`src/rtl/tl_a_arbiter_if.sv`:
```
// -----------------------------------------------------------------------------
// tl_a_arbiter_if
//
// One TileLink-UL link: A channel (request) plus D channel (response).
//
// Modports:
//   master : drives a_valid/a_opcode/a_size/a_source/a_payload and d_ready;
//            receives a_ready and the d_* response fields.
//   slave  : the opposite side of the same link.
//
// Parameters:
//   SRC_W  width of a_source / d_source
//   PAY_W  width of the opaque A payload (param, address, mask, data)
//   D_W    width of d_data
// -----------------------------------------------------------------------------
interface tl_a_arbiter_if #(
    parameter int SRC_W = 2,
    parameter int PAY_W = 73,
    parameter int D_W   = 32
);
    logic             a_valid;
    logic             a_ready;
    logic [2:0]       a_opcode;
    logic [2:0]       a_size;
    logic [SRC_W-1:0] a_source;
    logic [PAY_W-1:0] a_payload;

    logic             d_valid;
    logic             d_ready;
    logic [2:0]       d_opcode;
    logic [2:0]       d_size;
    logic [SRC_W-1:0] d_source;
    logic [D_W-1:0]   d_data;

    modport master (
        output a_valid, a_opcode, a_size, a_source, a_payload, d_ready,
        input  a_ready, d_valid, d_opcode, d_size, d_source, d_data
    );

    modport slave (
        input  a_valid, a_opcode, a_size, a_source, a_payload, d_ready,
        output a_ready, d_valid, d_opcode, d_size, d_source, d_data
    );
endinterface

```
`src/rtl/tl_a_arbiter.sv`:
```
// -----------------------------------------------------------------------------
// tl_a_arbiter
//
// Two-requester TileLink-UL A-channel arbiter in front of one downstream port.
// Round-robin between requesters; the grant is locked while an offered beat
// stalls (HOLD) and for the remaining beats of a multi-beat burst (BURST).
// The winning requester index is prepended as the MSB of out.a_source, and
// the D channel is steered back on that same bit.
//
// Ports:
//   clock  in   clock
//   reset  in   synchronous active-high reset
//   in0    slave  modport, requester 0 (a_source/d_source SRC_W bits)
//   in1    slave  modport, requester 1
//   out    master modport, downstream port (a_source/d_source SRC_W+1 bits)
//
// Optional feature (macro TL_ARB_OUTSTANDING_LIMIT_EN):
//   per-requester outstanding counters; a requester with MAX_OUT requests in
//   flight is skipped by IDLE arbitration and sees a_ready=0.
// -----------------------------------------------------------------------------
module tl_a_arbiter #(
    parameter int SRC_W    = 2,
    parameter int PAY_W    = 73,
    parameter int D_W      = 32,
    parameter int BEAT_LG  = 2,
    parameter int MAX_SIZE = 6,
    parameter int MAX_OUT  = 4
) (
    input  logic           clock,
    input  logic           reset,
    tl_a_arbiter_if.slave  in0,
    tl_a_arbiter_if.slave  in1,
    tl_a_arbiter_if.master out
);

    localparam logic [2:0] BEAT_LG_3  = 3'(BEAT_LG);
    localparam logic [2:0] MAX_SIZE_3 = 3'(MAX_SIZE);

    typedef enum logic [1:0] {
        ST_IDLE,
        ST_HOLD,
        ST_BURST
    } state_e;

    // Beats in a request/response of 2^size bytes. Sizes beyond MAX_SIZE are
    // illegal; clamping them keeps the 4-bit beat counter from wrapping.
    function automatic logic [4:0] beats_of(input logic       multi,
                                            input logic [2:0] size);
        logic [2:0] sz;
        sz = (size > MAX_SIZE_3) ? MAX_SIZE_3 : size;
        if (multi && (sz > BEAT_LG_3)) begin
            return 5'd1 << (sz - BEAT_LG_3);
        end
        return 5'd1;
    endfunction

    state_e     state_q, state_d;
    logic       gnt_q, gnt_d;
    logic       rr_last_q, rr_last_d;
    logic [3:0] beats_left_q, beats_left_d;

    // Requester-side A fields gathered into arrays so selection is a mux.
    logic [1:0]       in_valid;
    logic [2:0]       in_opcode  [2];
    logic [2:0]       in_size    [2];
    logic [SRC_W-1:0] in_source  [2];
    logic [PAY_W-1:0] in_payload [2];

    assign in_valid      = {in1.a_valid, in0.a_valid};
    assign in_opcode[0]  = in0.a_opcode;
    assign in_opcode[1]  = in1.a_opcode;
    assign in_size[0]    = in0.a_size;
    assign in_size[1]    = in1.a_size;
    assign in_source[0]  = in0.a_source;
    assign in_source[1]  = in1.a_source;
    assign in_payload[0] = in0.a_payload;
    assign in_payload[1] = in1.a_payload;

    logic [1:0] at_limit;   // requester has MAX_OUT requests in flight
    logic [1:0] eligible;   // may win IDLE arbitration
    logic       sel;        // requester currently forwarded downstream
    logic       a_valid_c;
    logic [1:0] a_ready_c;
    logic       a_fire;
    logic [4:0] sel_beats;

    assign eligible = in_valid & ~at_limit;

    // In IDLE prefer the requester that did not win last; once locked the
    // grant register alone decides.
    always_comb begin
        sel = gnt_q;
        if (state_q == ST_IDLE) begin
            sel = eligible[~rr_last_q] ? ~rr_last_q : rr_last_q;
        end
    end

    // NOTE: every signal assigned in an always_comb gets a default at the
    // top, so no path leaves it unassigned and no latch is inferred.
    always_comb begin
        a_valid_c = 1'b0;
        a_ready_c = 2'b00;
        if (!reset) begin
            if (state_q == ST_IDLE) begin
                a_valid_c      = eligible[sel];
                a_ready_c[sel] = out.a_ready & ~at_limit[sel];
            end else begin
                a_valid_c      = in_valid[sel];
                a_ready_c[sel] = out.a_ready;
            end
        end
    end

    assign a_fire    = a_valid_c & out.a_ready;
    assign sel_beats = beats_of(in_opcode[sel] <= 3'd3, in_size[sel]);

    assign out.a_valid   = a_valid_c;
    assign out.a_opcode  = in_opcode[sel];
    assign out.a_size    = in_size[sel];
    assign out.a_source  = {sel, in_source[sel]};
    assign out.a_payload = in_payload[sel];
    assign in0.a_ready   = a_ready_c[0];
    assign in1.a_ready   = a_ready_c[1];

    always_comb begin
        state_d      = state_q;
        gnt_d        = gnt_q;
        rr_last_d    = rr_last_q;
        beats_left_d = beats_left_q;
        case (state_q)
            // HOLD shares IDLE's transitions: there sel is already gnt_q.
            ST_IDLE, ST_HOLD: begin
                if (a_fire) begin
                    rr_last_d = sel;
                    gnt_d     = sel;
                    if (sel_beats > 5'd1) begin
                        state_d      = ST_BURST;
                        beats_left_d = 4'(sel_beats - 5'd1);
                    end else begin
                        state_d = ST_IDLE;
                    end
                end else if (a_valid_c) begin
                    state_d = ST_HOLD;
                    gnt_d   = sel;
                end
            end
            ST_BURST: begin
                // Bubbles simply leave the lock in place.
                if (a_fire) begin
                    beats_left_d = beats_left_q - 4'd1;
                    if (beats_left_q == 4'd1) begin
                        state_d = ST_IDLE;
                    end
                end
            end
            default: state_d = ST_IDLE;
        endcase
    end

    // NOTE: state registers use non-blocking assignment so every flop
    // samples the pre-edge value of every other flop.
    always_ff @(posedge clock) begin
        if (reset) begin
            state_q      <= ST_IDLE;
            gnt_q        <= 1'b0;
            rr_last_q    <= 1'b1;   // requester 0 wins the first arbitration
            beats_left_q <= 4'd0;
        end else begin
            state_q      <= state_d;
            gnt_q        <= gnt_d;
            rr_last_q    <= rr_last_d;
            beats_left_q <= beats_left_d;
        end
    end

    // D channel: stateless per beat, steered by the source MSB.
    logic d_idx;
    assign d_idx = out.d_source[SRC_W];

    assign in0.d_valid  = out.d_valid & ~d_idx;
    assign in1.d_valid  = out.d_valid &  d_idx;
    assign in0.d_opcode = out.d_opcode;
    assign in1.d_opcode = out.d_opcode;
    assign in0.d_size   = out.d_size;
    assign in1.d_size   = out.d_size;
    assign in0.d_source = out.d_source[SRC_W-1:0];
    assign in1.d_source = out.d_source[SRC_W-1:0];
    assign in0.d_data   = out.d_data;
    assign in1.d_data   = out.d_data;
    assign out.d_ready  = ~reset & (d_idx ? in1.d_ready : in0.d_ready);

`ifdef TL_ARB_OUTSTANDING_LIMIT_EN
    localparam int CNT_W = $clog2(MAX_OUT + 1);

    logic       d_fire;
    logic       a_first;    // first beat of a request is accepted
    logic [4:0] d_beats;

    assign d_fire  = out.d_valid & out.d_ready;
    assign a_first = a_fire & (state_q != ST_BURST);
    // Only AccessAckData (opcode 1) can span several D beats.
    assign d_beats = beats_of(out.d_opcode == 3'd1, out.d_size);

    for (genvar k = 0; k < 2; k++) begin : g_outstanding
        logic [CNT_W-1:0] cnt_q;
        logic [3:0]       d_beat_q;
        logic             d_mine, d_last, inc, dec;

        assign d_mine       = d_fire & (d_idx == 1'(k));
        assign d_last       = ({1'b0, d_beat_q} == (d_beats - 5'd1));
        assign inc          = a_first & (sel == 1'(k));
        assign dec          = d_mine & d_last;
        assign at_limit[k]  = (cnt_q == CNT_W'(MAX_OUT));

        always_ff @(posedge clock) begin
            if (reset) begin
                cnt_q    <= '0;
                d_beat_q <= '0;
            end else begin
                if (inc && !dec) begin
                    cnt_q <= cnt_q + CNT_W'(1);
                end else if (dec && !inc) begin
                    cnt_q <= cnt_q - CNT_W'(1);
                end
                if (d_mine) begin
                    d_beat_q <= d_last ? 4'd0 : d_beat_q + 4'd1;
                end
            end
        end
    end
`else
    assign at_limit = 2'b00;
`endif

endmodule

```
`src/flat_wrapper.sv`:
```
// flat-port wrapper written by rule: the top's interface ports become plain ports
module tl_a_arbiter_flat 
#(
    parameter int SRC_W    = 2,
    parameter int PAY_W    = 73,
    parameter int D_W      = 32,
    parameter int BEAT_LG  = 2,
    parameter int MAX_SIZE = 6,
    parameter int MAX_OUT  = 4
)
  (clock, reset, in0_a_valid, in0_a_opcode, in0_a_size, in0_a_source, in0_a_payload, in0_d_ready, in0_a_ready, in0_d_valid, in0_d_opcode, in0_d_size, in0_d_source, in0_d_data, in1_a_valid, in1_a_opcode, in1_a_size, in1_a_source, in1_a_payload, in1_d_ready, in1_a_ready, in1_d_valid, in1_d_opcode, in1_d_size, in1_d_source, in1_d_data, out_a_valid, out_a_opcode, out_a_size, out_a_source, out_a_payload, out_d_ready, out_a_ready, out_d_valid, out_d_opcode, out_d_size, out_d_source, out_d_data);
  tl_a_arbiter_if #(.SRC_W(SRC_W), .PAY_W(PAY_W), .D_W(D_W)) in0_i ();
  tl_a_arbiter_if #(.SRC_W(SRC_W), .PAY_W(PAY_W), .D_W(D_W)) in1_i ();
  tl_a_arbiter_if #(.SRC_W(SRC_W), .PAY_W(PAY_W), .D_W(D_W)) out_i ();
  input  logic clock;
  input  logic reset;
  input wire logic [$bits(in0_i.a_valid)-1:0] in0_a_valid;
  input wire logic [$bits(in0_i.a_opcode)-1:0] in0_a_opcode;
  input wire logic [$bits(in0_i.a_size)-1:0] in0_a_size;
  input wire logic [$bits(in0_i.a_source)-1:0] in0_a_source;
  input wire logic [$bits(in0_i.a_payload)-1:0] in0_a_payload;
  input wire logic [$bits(in0_i.d_ready)-1:0] in0_d_ready;
  output wire logic [$bits(in0_i.a_ready)-1:0] in0_a_ready;
  output wire logic [$bits(in0_i.d_valid)-1:0] in0_d_valid;
  output wire logic [$bits(in0_i.d_opcode)-1:0] in0_d_opcode;
  output wire logic [$bits(in0_i.d_size)-1:0] in0_d_size;
  output wire logic [$bits(in0_i.d_source)-1:0] in0_d_source;
  output wire logic [$bits(in0_i.d_data)-1:0] in0_d_data;
  input wire logic [$bits(in1_i.a_valid)-1:0] in1_a_valid;
  input wire logic [$bits(in1_i.a_opcode)-1:0] in1_a_opcode;
  input wire logic [$bits(in1_i.a_size)-1:0] in1_a_size;
  input wire logic [$bits(in1_i.a_source)-1:0] in1_a_source;
  input wire logic [$bits(in1_i.a_payload)-1:0] in1_a_payload;
  input wire logic [$bits(in1_i.d_ready)-1:0] in1_d_ready;
  output wire logic [$bits(in1_i.a_ready)-1:0] in1_a_ready;
  output wire logic [$bits(in1_i.d_valid)-1:0] in1_d_valid;
  output wire logic [$bits(in1_i.d_opcode)-1:0] in1_d_opcode;
  output wire logic [$bits(in1_i.d_size)-1:0] in1_d_size;
  output wire logic [$bits(in1_i.d_source)-1:0] in1_d_source;
  output wire logic [$bits(in1_i.d_data)-1:0] in1_d_data;
  output wire logic [$bits(out_i.a_valid)-1:0] out_a_valid;
  output wire logic [$bits(out_i.a_opcode)-1:0] out_a_opcode;
  output wire logic [$bits(out_i.a_size)-1:0] out_a_size;
  output wire logic [$bits(out_i.a_source)-1:0] out_a_source;
  output wire logic [$bits(out_i.a_payload)-1:0] out_a_payload;
  output wire logic [$bits(out_i.d_ready)-1:0] out_d_ready;
  input wire logic [$bits(out_i.a_ready)-1:0] out_a_ready;
  input wire logic [$bits(out_i.d_valid)-1:0] out_d_valid;
  input wire logic [$bits(out_i.d_opcode)-1:0] out_d_opcode;
  input wire logic [$bits(out_i.d_size)-1:0] out_d_size;
  input wire logic [$bits(out_i.d_source)-1:0] out_d_source;
  input wire logic [$bits(out_i.d_data)-1:0] out_d_data;
  assign in0_i.a_valid = in0_a_valid;
  assign in0_i.a_opcode = in0_a_opcode;
  assign in0_i.a_size = in0_a_size;
  assign in0_i.a_source = in0_a_source;
  assign in0_i.a_payload = in0_a_payload;
  assign in0_i.d_ready = in0_d_ready;
  assign in0_a_ready = in0_i.a_ready;
  assign in0_d_valid = in0_i.d_valid;
  assign in0_d_opcode = in0_i.d_opcode;
  assign in0_d_size = in0_i.d_size;
  assign in0_d_source = in0_i.d_source;
  assign in0_d_data = in0_i.d_data;
  assign in1_i.a_valid = in1_a_valid;
  assign in1_i.a_opcode = in1_a_opcode;
  assign in1_i.a_size = in1_a_size;
  assign in1_i.a_source = in1_a_source;
  assign in1_i.a_payload = in1_a_payload;
  assign in1_i.d_ready = in1_d_ready;
  assign in1_a_ready = in1_i.a_ready;
  assign in1_d_valid = in1_i.d_valid;
  assign in1_d_opcode = in1_i.d_opcode;
  assign in1_d_size = in1_i.d_size;
  assign in1_d_source = in1_i.d_source;
  assign in1_d_data = in1_i.d_data;
  assign out_a_valid = out_i.a_valid;
  assign out_a_opcode = out_i.a_opcode;
  assign out_a_size = out_i.a_size;
  assign out_a_source = out_i.a_source;
  assign out_a_payload = out_i.a_payload;
  assign out_d_ready = out_i.d_ready;
  assign out_i.a_ready = out_a_ready;
  assign out_i.d_valid = out_d_valid;
  assign out_i.d_opcode = out_d_opcode;
  assign out_i.d_size = out_d_size;
  assign out_i.d_source = out_d_source;
  assign out_i.d_data = out_d_data;
  tl_a_arbiter #(.SRC_W(SRC_W), .PAY_W(PAY_W), .D_W(D_W), .BEAT_LG(BEAT_LG), .MAX_SIZE(MAX_SIZE), .MAX_OUT(MAX_OUT)) u_core (.clock(clock), .reset(reset), .in0(in0_i), .in1(in1_i), .out(out_i));
endmodule
```
`config.mk`:
```
export PLATFORM = sky130hd
export DESIGN_NAME = tl_a_arbiter_flat
export DESIGN_NICKNAME = d
export VERILOG_FILES = /design/src/rtl/tl_a_arbiter_if.sv /design/src/rtl/tl_a_arbiter.sv /design/src/flat_wrapper.sv
export SDC_FILE = /design/constraint.sdc
export NUM_CORES = 1
export LEC_CHECK = 0
export CORE_AREA = 8 8 141 143
export DETAILED_ROUTE_END_ITERATION = 10
export DIE_AREA = 0 0 149 151
export GPL_TIMING_DRIVEN = 0
export MAX_ROUTING_LAYER = met4
export SYNTH_ARGS = -nofsm -noshare
export SYNTH_HDL_FRONTEND = slang
export SYNTH_SLANG_ARGS = --single-unit
```
`constraint.sdc`:
```
create_clock -name clock -period 3.3 [get_ports clock]
set_input_delay 0.495 -clock clock [delete_from_list [all_inputs] [get_ports clock]]
set_output_delay 0.495 -clock clock [all_outputs]
set_load 0.02 [all_outputs]
```
==> run_results.csv <==
group,metric,value,unit
synthesis,synth_seq_cells,8,
detailed_routing,drc_errors,0,
finish,finalInstanceArea,6170,um2
synthesis,synth.cell_area,2300,um2
synthesis,post_synth_inst_count,259,
power_and_ir_drop,power-per-cell-area,370,nW/um2
worst_setup_path,path_class,"reg2reg",
timing,setup_total_negative_slack,0,ps
floorplan,fp-row-count,49,
timing,period_minus_slack,3160,ps
finish,drive_above_1_share,35.3,%
worst_setup_path,worstSetupPathDepth,15,
synthesis,synth-xor-area-share,0.381,%
power_and_ir_drop,share_of_total_power_in_the_clock_network,8.8,%
power_and_ir_drop,total_switching_power,933,uW
worst_setup_path,kind_of_start_point_of_the_critical_path,"flop",
finish,layout.core_utilization,35.0,%
floorplan,die_h,151,um
synthesis,synthMostInstantiatedCell,"sky130_fd_sc_hd__buf_4",
synthesis,post_synth_fa_ha_maj_area_fraction,3.27,%
detailed_routing,ant_nets,0,
detailed_routing,detail_route.wirelength,15.0,mm
detailed_routing,detail_routed_net_length_per_standard_cell,18.0,um
worst_setup_path,cpPeakStageDelay,410,ps
timing,tightestPinTransition,891,ps
synthesis,leading_register_cell_type_out_of_synthesis,"sky130_fd_sc_hd__dfxtp_1",
global_routing,number_of_antenna_violations_at_the_first_check_in_global_routing,1,
worst_setup_path,critical_path_buf_inv_count,2,
power_and_ir_drop,peakVddDrop,0.202,mV
cts,number_of_buffers_created_by_cts,3,
detailed_routing,detailedRoute.firstPassIterationCount,4,
floorplan,design.die.area,22500,um2
detailed_routing,route.vias.total,3123,
floorplan,core,17700,um2
floorplan,start_util,13.0,%
worst_setup_path,cell_chain_of_the_critical_path,"o21ba_4, a31o_1, buf_6, mux2_4, ha_4, nand2b_4, mux2i_4, or2_4, o21a_4, inv_1, ha_2, a21boi_4, a221o_2, a221oi_2, a311oi_1",
global_routing,wire_length_of_the_first_global_routing_pass,20.2,mm
cts,clkSlewWorstSetupHoldPaths,40,ps
global_routing,grt_pass1_vias,3364,
synthesis,synth_top_area_share,39.7,%
finish,area_growth_syn_to_layout,169,%
power_and_ir_drop,pwr-share-comb,85.6,%
timing,finalHoldViolCount,0,
timing,worst_hold_slack,448,ps
timing,final_min_period_over_clock_period,95.7,%
synthesis,synth_sequential_area_ratio,6.97,%
worst_setup_path,worstRegToRegCells,15,
placement,gp_routability_congestion,0.873,
worst_setup_path,timing.critical_path.slowest_stage_cell,"sky130_fd_sc_hd__a221o_2",
power_and_ir_drop,switching_portion_of_total_power,40.9,%
timing,final.setup_skew,3.77,ps
timing,setup_viol,0,
min_path,timing.hold.worst_path_depth,1,
detailed_routing,viasPerCell,3.74,
floorplan,ios,377,
synthesis,synth-edff-count,0,
synthesis,synth_top_area_cell,"sky130_fd_sc_hd__mux2_2",
cts,cts_tree,"yes",
placement,buffer_ports.inserted,332,
finish,layout.nets,822,
global_routing,grt_start_max_net_pins,11,
synthesis,post_synth_most_frequent_cells,"sky130_fd_sc_hd__buf_4 (82), sky130_fd_sc_hd__mux2_2 (81), sky130_fd_sc_hd__clkbuf_1 (10), sky130_fd_sc_hd__nor2_1 (10), sky130_fd_sc_hd__dfxtp_1 (8)",
power_and_ir_drop,internal_power,1350,uW
detailed_routing,drt_iter0_drc,59,
synthesis,yosysWarningCount,0,
synthesis,synth-simple-area-share,7.02,%
worst_setup_path,endpoint_kind,"flop",
cts,worst_skew_pair.late_latency,230,ps
global_routing,global_route.usage.total,11.8,%
synthesis,yosys.cell_types.count,42,
worst_setup_path,path_delay_family,"compound AO/OA/AOI/OAI gates",
synthesis,asyncSetResetFlopFracSynth,0,%
placement,detailed_place.area,5980,um2
cts,clockBufferDepth,2,
floorplan,fp.dieW,149,um
min_path,hold_path.class,"reg2reg",
timing,max_freq,317,MHz
synthesis,dominant_combinational_cell_family_by_area_after_synthesis,"multiplexers",
power_and_ir_drop,seqPwrFrac,5.6,%
timing,slew_violations,0,
synthesis,yosys-top-cells-area,"sky130_fd_sc_hd__mux2_2 (40%), sky130_fd_sc_hd__buf_4 (27%), sky130_fd_sc_hd__dfxtp_1 (7.0%)",
synthesis,synth.mux.area_fraction,40.6,%
cts,cts_root_buffer,"sky130_fd_sc_hd__clkbuf_16",
cts,cts_num_sinks,8,
outcome,status,"finished, final reports clean",
synthesis,syn-mean-instance-area,8.87,um2
worst_setup_path,worst-endpoint-required,3400,ps
power_and_ir_drop,totalPowerFinal,2280,uW
timing,max-slew-margin-rel,40.2,%
flow_run,maxCapViolations,0,
synthesis,synth_compound_area_share,11.4,%
worst_setup_path,worst_path_maximum_fanout,6,
worst_setup_path,critical_path_arrival,3260,ps
placement,detailedPlacementHpwl,13.6,mm
cts,max_h_tree_level,1,
global_routing,overflow,0,
power_and_ir_drop,power_leakage,0.00244,uW
==> registers in the layout (all words and copies together), names as in the netlist <==
| name | flops |
|---|---|
| u_core.state_q | 2 |
| u_core.rr_last_q | 1 |
| u_core.gnt_q | 1 |
| u_core.beats_left_q | 4 |
==> layout by cell type, fill, tap and decap left out, types with 2 or more instances in the layout <==
master / n
sky130_fd_sc_hd__nand2b_1: 2
sky130_fd_sc_hd__a21oi_1: 5
sky130_fd_sc_hd__ha_1: 3
sky130_fd_sc_hd__nor3_1: 2
sky130_fd_sc_hd__nor2_1: 9
sky130_fd_sc_hd__clkbuf_1: 2
sky130_fd_sc_hd__mux2i_4: 2
sky130_fd_sc_hd__clkbuf_16: 3
sky130_fd_sc_hd__inv_1: 6
sky130_fd_sc_hd__a31o_1: 2
sky130_fd_sc_hd__or2_2: 2
sky130_fd_sc_hd__conb_1: 2
sky130_fd_sc_hd__o22ai_1: 2
sky130_fd_sc_hd__clkdlybuf4s50_1: 330
sky130_fd_sc_hd__a311oi_1: 2
sky130_fd_sc_hd__buf_4: 91
sky130_fd_sc_hd__dfxtp_1: 6
sky130_fd_sc_hd__ha_2: 2
sky130_fd_sc_hd__nand2_1: 5
sky130_fd_sc_hd__clkbuf_4: 2
sky130_fd_sc_hd__inv_2: 2
sky130_fd_sc_hd__clkbuf_2: 7
sky130_fd_sc_hd__mux2_2: 80
sky130_fd_sc_hd__dfxtp_4: 2
sky130_fd_sc_hd__nand2b_4: 3
sky130_fd_sc_hd__a221oi_2: 3
==> final cells by class <==
class / count / area (um2)
diodes: 1 / 2.50
plain buffers: 93 / 679
clock buffers: 3 / 75.1
fillers: 1783 / 11500
inverters: 8 / 30.0
multi-input cells: 151 / 1550
flip-flops and latches: 8 / 168
well taps: 229 / 287
repair buffers: 341 / 3380
==> per-stage QoR <==
| stage | std cells | setup slack [ps] |
|---|---|---|
| after floorplan | 260 | 5.03 |
| after global placement | 821 | -1060 |
| after detailed placement | 821 | -981 |
| after CTS | 832 | 7.88 |
| after global routing | 834 | -3.52 |
| final | 834 | 140 |
==> what timing repair did <==
item / 4_1_cts / 5_1_grt
resized for setup: 18 / 12
hold buffers: 0 / 0
endpoints found under the setup margin: 86 / 16
buffers inserted: 8 / 1
pin swaps: 5 / 11
gates cloned: 0 / 0
==> routing by layer <==
metal  part of all wire, %  wire length, um  global-route usage, %  up-vias
met4                  0.45               68                  0.858        0
met3                    11             1580                   4.21        4
met1                    36             5330                   12.4     1421
met5                     0                0                      -        -
li1                      -                -                      -     1521
met2                    53             8010                   21.7      177
==> power groups by stage <==
stage          clock (uW)  sequential, uW  combinational (uW)
6_report              202             127                1950
5_1_grt               211             128                2070
4_1_cts               206             124                1960
3_5_place_dp            0             125                1890
3_3_place_gp            0             124                1890
2_1_floorplan           0             121                1030
==> logic make-up after synthesis <==
group,Yosys count
buf+inv,101
mux,83
simple gates,31
compound gates,28
flops,8
fa+ha+maj,6
other cells,1
xor+xnor,1
==> path summary, 6_finish.rpt <==
check / startpoint / to / slack, ps
worst max register to register: u_core.state_q[0]$_SDFFE_PP0P_ / u_core.beats_left_q[1]$_SDFFE_PP0P_ / 140
worst min register to register: u_core.state_q[1]$_SDFFE_PP0P_ / u_core.state_q[0]$_SDFFE_PP0P_ / 450
worst min-delay path: u_core.state_q[1]$_SDFFE_PP0P_ / u_core.state_q[0]$_SDFFE_PP0P_ / 450
worst max-delay path: u_core.state_q[0]$_SDFFE_PP0P_ / u_core.beats_left_q[1]$_SDFFE_PP0P_ / 140
Power figures use the tool's default switching activity.
